$ cat src/rtl/load_store_unit.sv
// Purpose: RV32I load/store initiator for a word-wide data memory. Decodes and range-checks
//          each request, does read-modify-write for SB/SH, and extends load data.
// Ports:   req_* execute-stage request (valid/ready), resp_* single response per request
//          (valid/ready), mem_* registered word-indexed memory strobes, clk/reset (async, high).
// Latency: accept edge to resp_valid: error 1, SW 2, load 3, SB/SH 4 cycles.
// Backpressure: req_ready is high only in IDLE; the response is held until resp_ready.
module load_store_unit #(
    parameter int unsigned MEM_WORDS      = 8192,
    parameter logic [31:0] MMIO_WORD_ADDR = 32'h2000
) (
    input  logic        clk,
    input  logic        reset,
    input  logic        req_valid,
    output logic        req_ready,
    input  logic        req_store,
    input  logic [2:0]  req_funct3,
    input  logic [31:0] req_addr,
    input  logic [31:0] req_wdata,
    output logic        resp_valid,
    input  logic        resp_ready,
    output logic [31:0] resp_rdata,
    output logic        resp_error,
    output logic [31:0] mem_addr,
    output logic [31:0] mem_write_data,
    output logic        mem_memwrite,
    output logic        mem_memread,
    output logic [3:0]  mem_sign_mask,
    input  logic [31:0] mem_read_data
);

    typedef enum logic [2:0] {
        S_IDLE  = 3'd0,
        S_RD    = 3'd1,
        S_LCAP  = 3'd2,
        S_MERGE = 3'd3,
        S_WR    = 3'd4,
        S_RESP  = 3'd5
    } state_t;

    state_t      r_state;
    state_t      w_next;

    // Request fields latched at accept so the requester may move on.
    logic        r_store;
    logic [2:0]  r_funct3;
    logic [1:0]  r_lane;
    logic [31:0] r_wdata;
    logic [3:0]  r_mask;

    logic        w_accept;
    logic [31:0] w_req_word;
    logic        w_f3_ok;
    logic        w_misal;
    logic        w_oor;
    logic        w_err;
    logic        w_is_sw;
    logic [3:0]  w_req_mask;
    logic [7:0]  w_byte;
    logic [15:0] w_half;
    logic [31:0] w_load_ext;
    logic [31:0] w_merged;

    assign req_ready  = (r_state == S_IDLE);
    assign w_accept   = req_valid && req_ready;
    assign w_req_word = {2'b00, req_addr[31:2]};

    // ---------------- request decode ----------------
    always_comb begin
        w_f3_ok = 1'b0;
        if (req_store) begin
            w_f3_ok = (req_funct3 == 3'b000) || (req_funct3 == 3'b001) || (req_funct3 == 3'b010);
        end else begin
            w_f3_ok = (req_funct3 == 3'b000) || (req_funct3 == 3'b001) || (req_funct3 == 3'b010) ||
                      (req_funct3 == 3'b100) || (req_funct3 == 3'b101);
        end
    end

    // funct3[1:0] encodes the access size for every legal code: 00 byte, 01 half, 10 word.
    assign w_misal = ((req_funct3[1:0] == 2'b01) && req_addr[0]) ||
                     ((req_funct3[1:0] == 2'b10) && (req_addr[1:0] != 2'b00));
    assign w_oor   = (w_req_word >= 32'(MEM_WORDS)) && (w_req_word != MMIO_WORD_ADDR);
    assign w_err   = !w_f3_ok || w_misal || w_oor;
    assign w_is_sw = req_store && (req_funct3[1:0] == 2'b10);

    always_comb begin
        case (req_funct3[1:0])
            2'b00:   w_req_mask = 4'b0001 << req_addr[1:0];
            2'b01:   w_req_mask = req_addr[1] ? 4'b1100 : 4'b0011;
            default: w_req_mask = 4'b1111;
        endcase
    end

    // ---------------- read data lane select / extend / merge ----------------
    assign w_byte = mem_read_data[{r_lane, 3'b000} +: 8];
    assign w_half = r_lane[1] ? mem_read_data[31:16] : mem_read_data[15:0];

    always_comb begin
        case (r_funct3)
            3'b000:  w_load_ext = {{24{w_byte[7]}}, w_byte};
            3'b001:  w_load_ext = {{16{w_half[15]}}, w_half};
            3'b100:  w_load_ext = {24'd0, w_byte};
            3'b101:  w_load_ext = {16'd0, w_half};
            default: w_load_ext = mem_read_data;
        endcase
    end

    always_comb begin
        w_merged = mem_read_data;
        if (r_funct3[1:0] == 2'b00) begin
            w_merged[{r_lane, 3'b000} +: 8] = r_wdata[7:0];
        end else if (r_lane[1]) begin
            w_merged[31:16] = r_wdata[15:0];
        end else begin
            w_merged[15:0] = r_wdata[15:0];
        end
    end

    // ---------------- FSM ----------------
    always_ff @(posedge clk or posedge reset) begin
        if (reset) begin
            r_state <= S_IDLE;
        end else begin
            r_state <= w_next;
        end
    end

    always_comb begin
        w_next = r_state;
        case (r_state)
            S_IDLE: begin
                if (w_accept) begin
                    if (w_err)        w_next = S_RESP;
                    else if (w_is_sw) w_next = S_WR;
                    else              w_next = S_RD;
                end
            end
            S_RD:    w_next = r_store ? S_MERGE : S_LCAP;
            S_LCAP:  w_next = S_RESP;
            S_MERGE: w_next = S_WR;
            S_WR:    w_next = S_RESP;
            S_RESP:  if (resp_ready) w_next = S_IDLE;
            default: w_next = S_IDLE;
        endcase
    end

    // ---------------- registered outputs and request latch ----------------
    always_ff @(posedge clk or posedge reset) begin
        if (reset) begin
            mem_memread    <= 1'b0;
            mem_memwrite   <= 1'b0;
            mem_sign_mask  <= 4'b0000;
            mem_addr       <= 32'd0;
            mem_write_data <= 32'd0;
            resp_valid     <= 1'b0;
            resp_rdata     <= 32'd0;
            resp_error     <= 1'b0;
            r_store        <= 1'b0;
            r_funct3       <= 3'd0;
            r_lane         <= 2'd0;
            r_wdata        <= 32'd0;
            r_mask         <= 4'd0;
        end else begin
            // Strobes and the mask are single-cycle unless re-asserted below.
            mem_memread   <= 1'b0;
            mem_memwrite  <= 1'b0;
            mem_sign_mask <= 4'b0000;
            case (r_state)
                S_IDLE: begin
                    if (w_accept) begin
                        r_store    <= req_store;
                        r_funct3   <= req_funct3;
                        r_lane     <= req_addr[1:0];
                        r_wdata    <= req_wdata;
                        r_mask     <= w_req_mask;
                        resp_rdata <= 32'd0;
                        resp_error <= w_err;
                        if (w_err) begin
                            resp_valid <= 1'b1;
                        end else if (w_is_sw) begin
                            mem_addr       <= w_req_word;
                            mem_memwrite   <= 1'b1;
                            mem_write_data <= req_wdata;
                            mem_sign_mask  <= 4'b1111;
                        end else begin
                            mem_addr      <= w_req_word;
                            mem_memread   <= 1'b1;
                            mem_sign_mask <= w_req_mask;
                        end
                    end
                end
                S_LCAP: begin
                    resp_rdata <= w_load_ext;
                    resp_valid <= 1'b1;
                end
                S_MERGE: begin
                    mem_memwrite   <= 1'b1;
                    mem_write_data <= w_merged;
                    mem_sign_mask  <= r_mask;
                end
                S_WR: begin
                    resp_valid <= 1'b1;
                end
                S_RESP: begin
                    if (resp_ready) resp_valid <= 1'b0;
                end
                default: ;
            endcase
        end
    end

endmodule
$ cat config.mk
export PLATFORM = sky130hd
export DESIGN_NAME = load_store_unit
export DESIGN_NICKNAME = d
export VERILOG_FILES = /design/src/rtl/load_store_unit.sv
export SDC_FILE = /design/constraint.sdc
export NUM_CORES = 1
export LEC_CHECK = 0
export BUFFER_PORTS_ARGS = -buffer_cell sky130_fd_sc_hd__buf_4
export CORE_ASPECT_RATIO = 0.9
export CORE_MARGIN = 4
export CORE_UTILIZATION = 50
export CTS_CLUSTER_DIAMETER = 150
export DETAILED_ROUTE_END_ITERATION = 8
export HOLD_SLACK_MARGIN = 0.15
export PLACE_DENSITY = 0.79
export RECOVER_POWER = 25
export SLEW_MARGIN = 0
export SYNTH_ARGS = -nofsm -noshare
export SYNTH_HDL_FRONTEND = slang
export SYNTH_SLANG_ARGS = --single-unit
export TNS_END_PERCENT = 30
$ cat constraint.sdc
create_clock -name clk -period 6.7 [get_ports clk]
set_input_delay 1.34 -clock clk [delete_from_list [all_inputs] [get_ports clk]]
set_output_delay 1.34 -clock clk [all_outputs]
set_load 0.1 [all_outputs]
==> results.yml <==
worst_setup_path:
  worst_setup_path_start_kind: "primary input"
  slowest_stage: "clkbuf_1"
  arrival_ps: 4560
  reg2reg_to: "mem_write_data[4]$_DFFE_PP0P_"
  critPathKind: "in2reg"
  critical_path.max_stage_delay_ps: 1110
  crit_buf_inv: 3
  critPathTopFamily: "buffers and inverters"
  reg2reg_slack_ps: 3030
  critPathRequiredTime_ps: 7030
  crit_top_cell: "clkbuf_1"
  critical_path.max_fanout: 64
  cp_cell_sequence: "clkbuf_1, nor4b_1, clkbuf_1, nand2_1, a2111oi_4, buf_4, nor3_1, a211oi_2"
  r2r-start: "r_state[0]$_DFFE_PP0P_"
  crit_cells: 8
  ff2ff_path_depth: 7
  cp-end-kind: "flip-flop"
final_layout:
  final_layout_size_suffix_gt1_share_pct: 31.8
  nFillCells: 945
  mostFrequentLayoutCell: "buf_4"
  seq_area_um2: 3280
  area_growth_pct: 34.3
  final_cell_mix: "buf_4 (208), dfrtp_1 (131), nand2_1 (109), nor2_1 (54), nor3_1 (41)"
  insertedDiodeCount: 0
  multi_input_area_um2: 2850
  nets: 944
die:
  initial_core_util_pct: 52.0
  rows: 38
  chipWidth_um: 127
  fp.dieH_um: 115
  ioPinCount: 209
  core_um2: 12200
  die_area_um2: 14600
sta:
  hold_viol_final: 0
  fmax_ghz: 0.236
  min_period_over_period_pct: 63.2
  tightest_slew_ps: 3020
  tns_ps: 0
  drv_slew: 70
  fin_hold_ws_ps: 472
  setup_violations: 0
  clock-skew-final_ps: 4.09
  relSlewSlack_pct: -103
  rsz0062_at_grt: "false"
  finalCriticalPeriod_ps: 4230
grt:
  first_global_vias: 5803
  antenna_found_initial: 0
  gr-total-overflow: 0
  grt_pass1_wl_mm: 32.0
  grt_max_degree: 70
  track_usage_pct: 28.2
synthesis:
  ys_warn_count: 0
  netlist_area_um2: 6350
  ys_seq_area_share_pct: 51.6
  yosysTopAreaCell: "dfrtp_1"
  ys_ff_latch: 131
  synthArstFlopShare_pct: 100
  synth_edf_count: 0
  yosys-top-cells-area: "dfrtp_1 (52%), nand2_1 (6.4%), nor3_1 (3.2%)"
  synth_top_area_share_pct: 51.6
  netlist_instances: 649
  synth_cell_type_count: 48
  syn_avg_cell_area_um2: 9.78
  synth_ff_type: "dfrtp_1"
placement:
  dp_hpwl_mm: 15.1
  port_buffers: 206
  gp_congestion: 0.951
cts:
  cts-root-buf: "clkbuf_16"
  cts_tree: "done"
  postCtsSetupRepairBufs: 0
  ctsResizeCount: 0
  clkTransAtPathRegs_ps: 60
  ctsHoldBuffers: 0
  cts_buffers: 17
  clk_latency_ps: 420
  ctsLongestPathBuffers: 2
  clock_sinks: 131
  cts-htree-levels: 4
detailed_routing:
  drt-total-wl_mm: 20.5
  drtAntennaViolNets: 0
  vias: 6095
  dr.pass1.iters: 5
  viasPerCell: 6.05
  drt-initial-drc-count: 700
  drc: 0
  wire_per_inst_um: 20.4
hold_path:
  hold_path.class: "reg2reg"
  min_from: "resp_rdata[10]$_DFFE_PP0P_"
  hold_path_depth: 2
  holdPathEnd: "resp_rdata[10]$_DFFE_PP0P_"
power:
  p_comb_share_pct: 52.8
  powerDensity_nw_per_um2: 549
  cellLeakagePower_nw: 4.08
  vdd_drop_max_v: 0.000389
  pwr-share-seq_pct: 27.0
  swShare_pct: 52.2
  switching_power_mw: 2.45
  power.share.clock_pct: 20.2
  p_int_mw: 2.24
flow_run:
  drv_cap: 1
status:
  violations: "capacitance limit, slew limit"
  run_status: "complete, but fails checks"
[power groups by stage]
stage          registers [mW]  logic [mW]  clock network, mW
2_1_floorplan            2.35       0.801                  0
3_3_place_gp             1.26        2.42                  0
3_5_place_dp             1.27        2.46                  0
4_1_cts                  1.26        2.47              0.956
5_1_grt                  1.30        2.60              0.995
6_report                 1.26        2.47              0.947
[how the worst max path moves through the flow]
stage                          start                        endpoint
4_1_cts        r_lane[1]$_DFFE_PP0P_  mem_write_data[18]$_DFFE_PP0P_
3_3_place_gp            req_addr[25]         mem_addr[1]$_DFFE_PP0P_
6_report                   req_valid   mem_write_data[4]$_DFFE_PP0P_
3_5_place_dp            req_addr[24]   mem_write_data[1]$_DFFE_PP0P_
5_1_grt                    req_valid  mem_write_data[12]$_DFFE_PP0P_
2_1_floorplan                  reset         mem_addr[0]$_DFFE_PP0P_
[logic make-up (layout without fill, tap and decap cells)]
group / count (synthesis) / after routing / synth area share (%)
AOI/OAI and AO/OA: 173 / 173 / 20.9
DFF: 131 / 131 / 51.6
and+or+nand+nor: 271 / 271 / 19.9
adders and majority gates: 5 / 5 / 0.985
buffers and inverters: 51 / 248 / 3.39
muxes: 17 / 17 / 3.17
other: 1 / 2 / 0.0591
[stage by stage]
stage	setup slack [ps]	area, um2	total power [mW]	util [%]	std cells
2_1_floorplan	1860	6350	3.15	-	650
3_3_place_gp	3260	7950	3.68	65.0	976
3_5_place_dp	3140	7950	3.73	65.0	976
4_1_cts	3530	8550	4.69	70.0	1007
5_1_grt	2230	8530	4.89	69.8	1007
6_report	2470	8530	4.68	69.8	1007
[synth_stat cells (all sizes together) (2+ instances only)]
library cell  number
o221ai             3
mux2              15
nor4               8
a21oi             29
o22ai              8
o21ai             21
nand3b             2
a221o             16
and2              17
a22o              22
nand2b            19
inv                6
a211oi            34
nand3              9
buf               10
a31oi              7
nor3              41
nor2b              6
nand2            110
clkbuf            35
a221oi            21
dfrtp            131
ha                 5
a21boi             2
nor2              55
[worst min-delay path: stages (launching register included)]
cell     delay, ps
dfrtp_1        340
nand2_1         50
nand2_1         50
[routing by layer]
| metal | GRT usage, % | wire length, um | part of all wire (%) | vias to the layer above |
|---|---|---|---|---|
| li1 | - | - | - | 2731 |
| met1 | 39.6 | 8460 | 41 | 3000 |
| met2 | 43.9 | 9790 | 48 | 333 |
| met3 | 6.73 | 1900 | 9.2 | 31 |
| met4 | 8.58 | 375 | 1.8 | 0 |
| met5 | 0 | 0 | 0 | - |
[flip-flops by register name, indices dropped and copies added, names as in the netlist]
signal,cells
mem_addr,30
mem_memread,1
mem_memwrite,1
mem_sign_mask,4
mem_write_data,32
r_funct3,3
r_lane,2
r_mask,4
r_state,3
r_store,1
r_wdata,16
resp_error,1
resp_rdata,32
resp_valid,1
[layout make-up]
type | instances | area share [%]
Sequential cell | 131 | 38.4
Multi-Input combinational cell | 468 | 33.4
Timing Repair Buffer | 211 | 18.5
Clock buffer | 22 | 5.56
Tap cell | 160 | 2.35
Clock inverter | 9 | 1.51
Inverter | 6 | 0.279
Power figures use the tool's default switching activity.
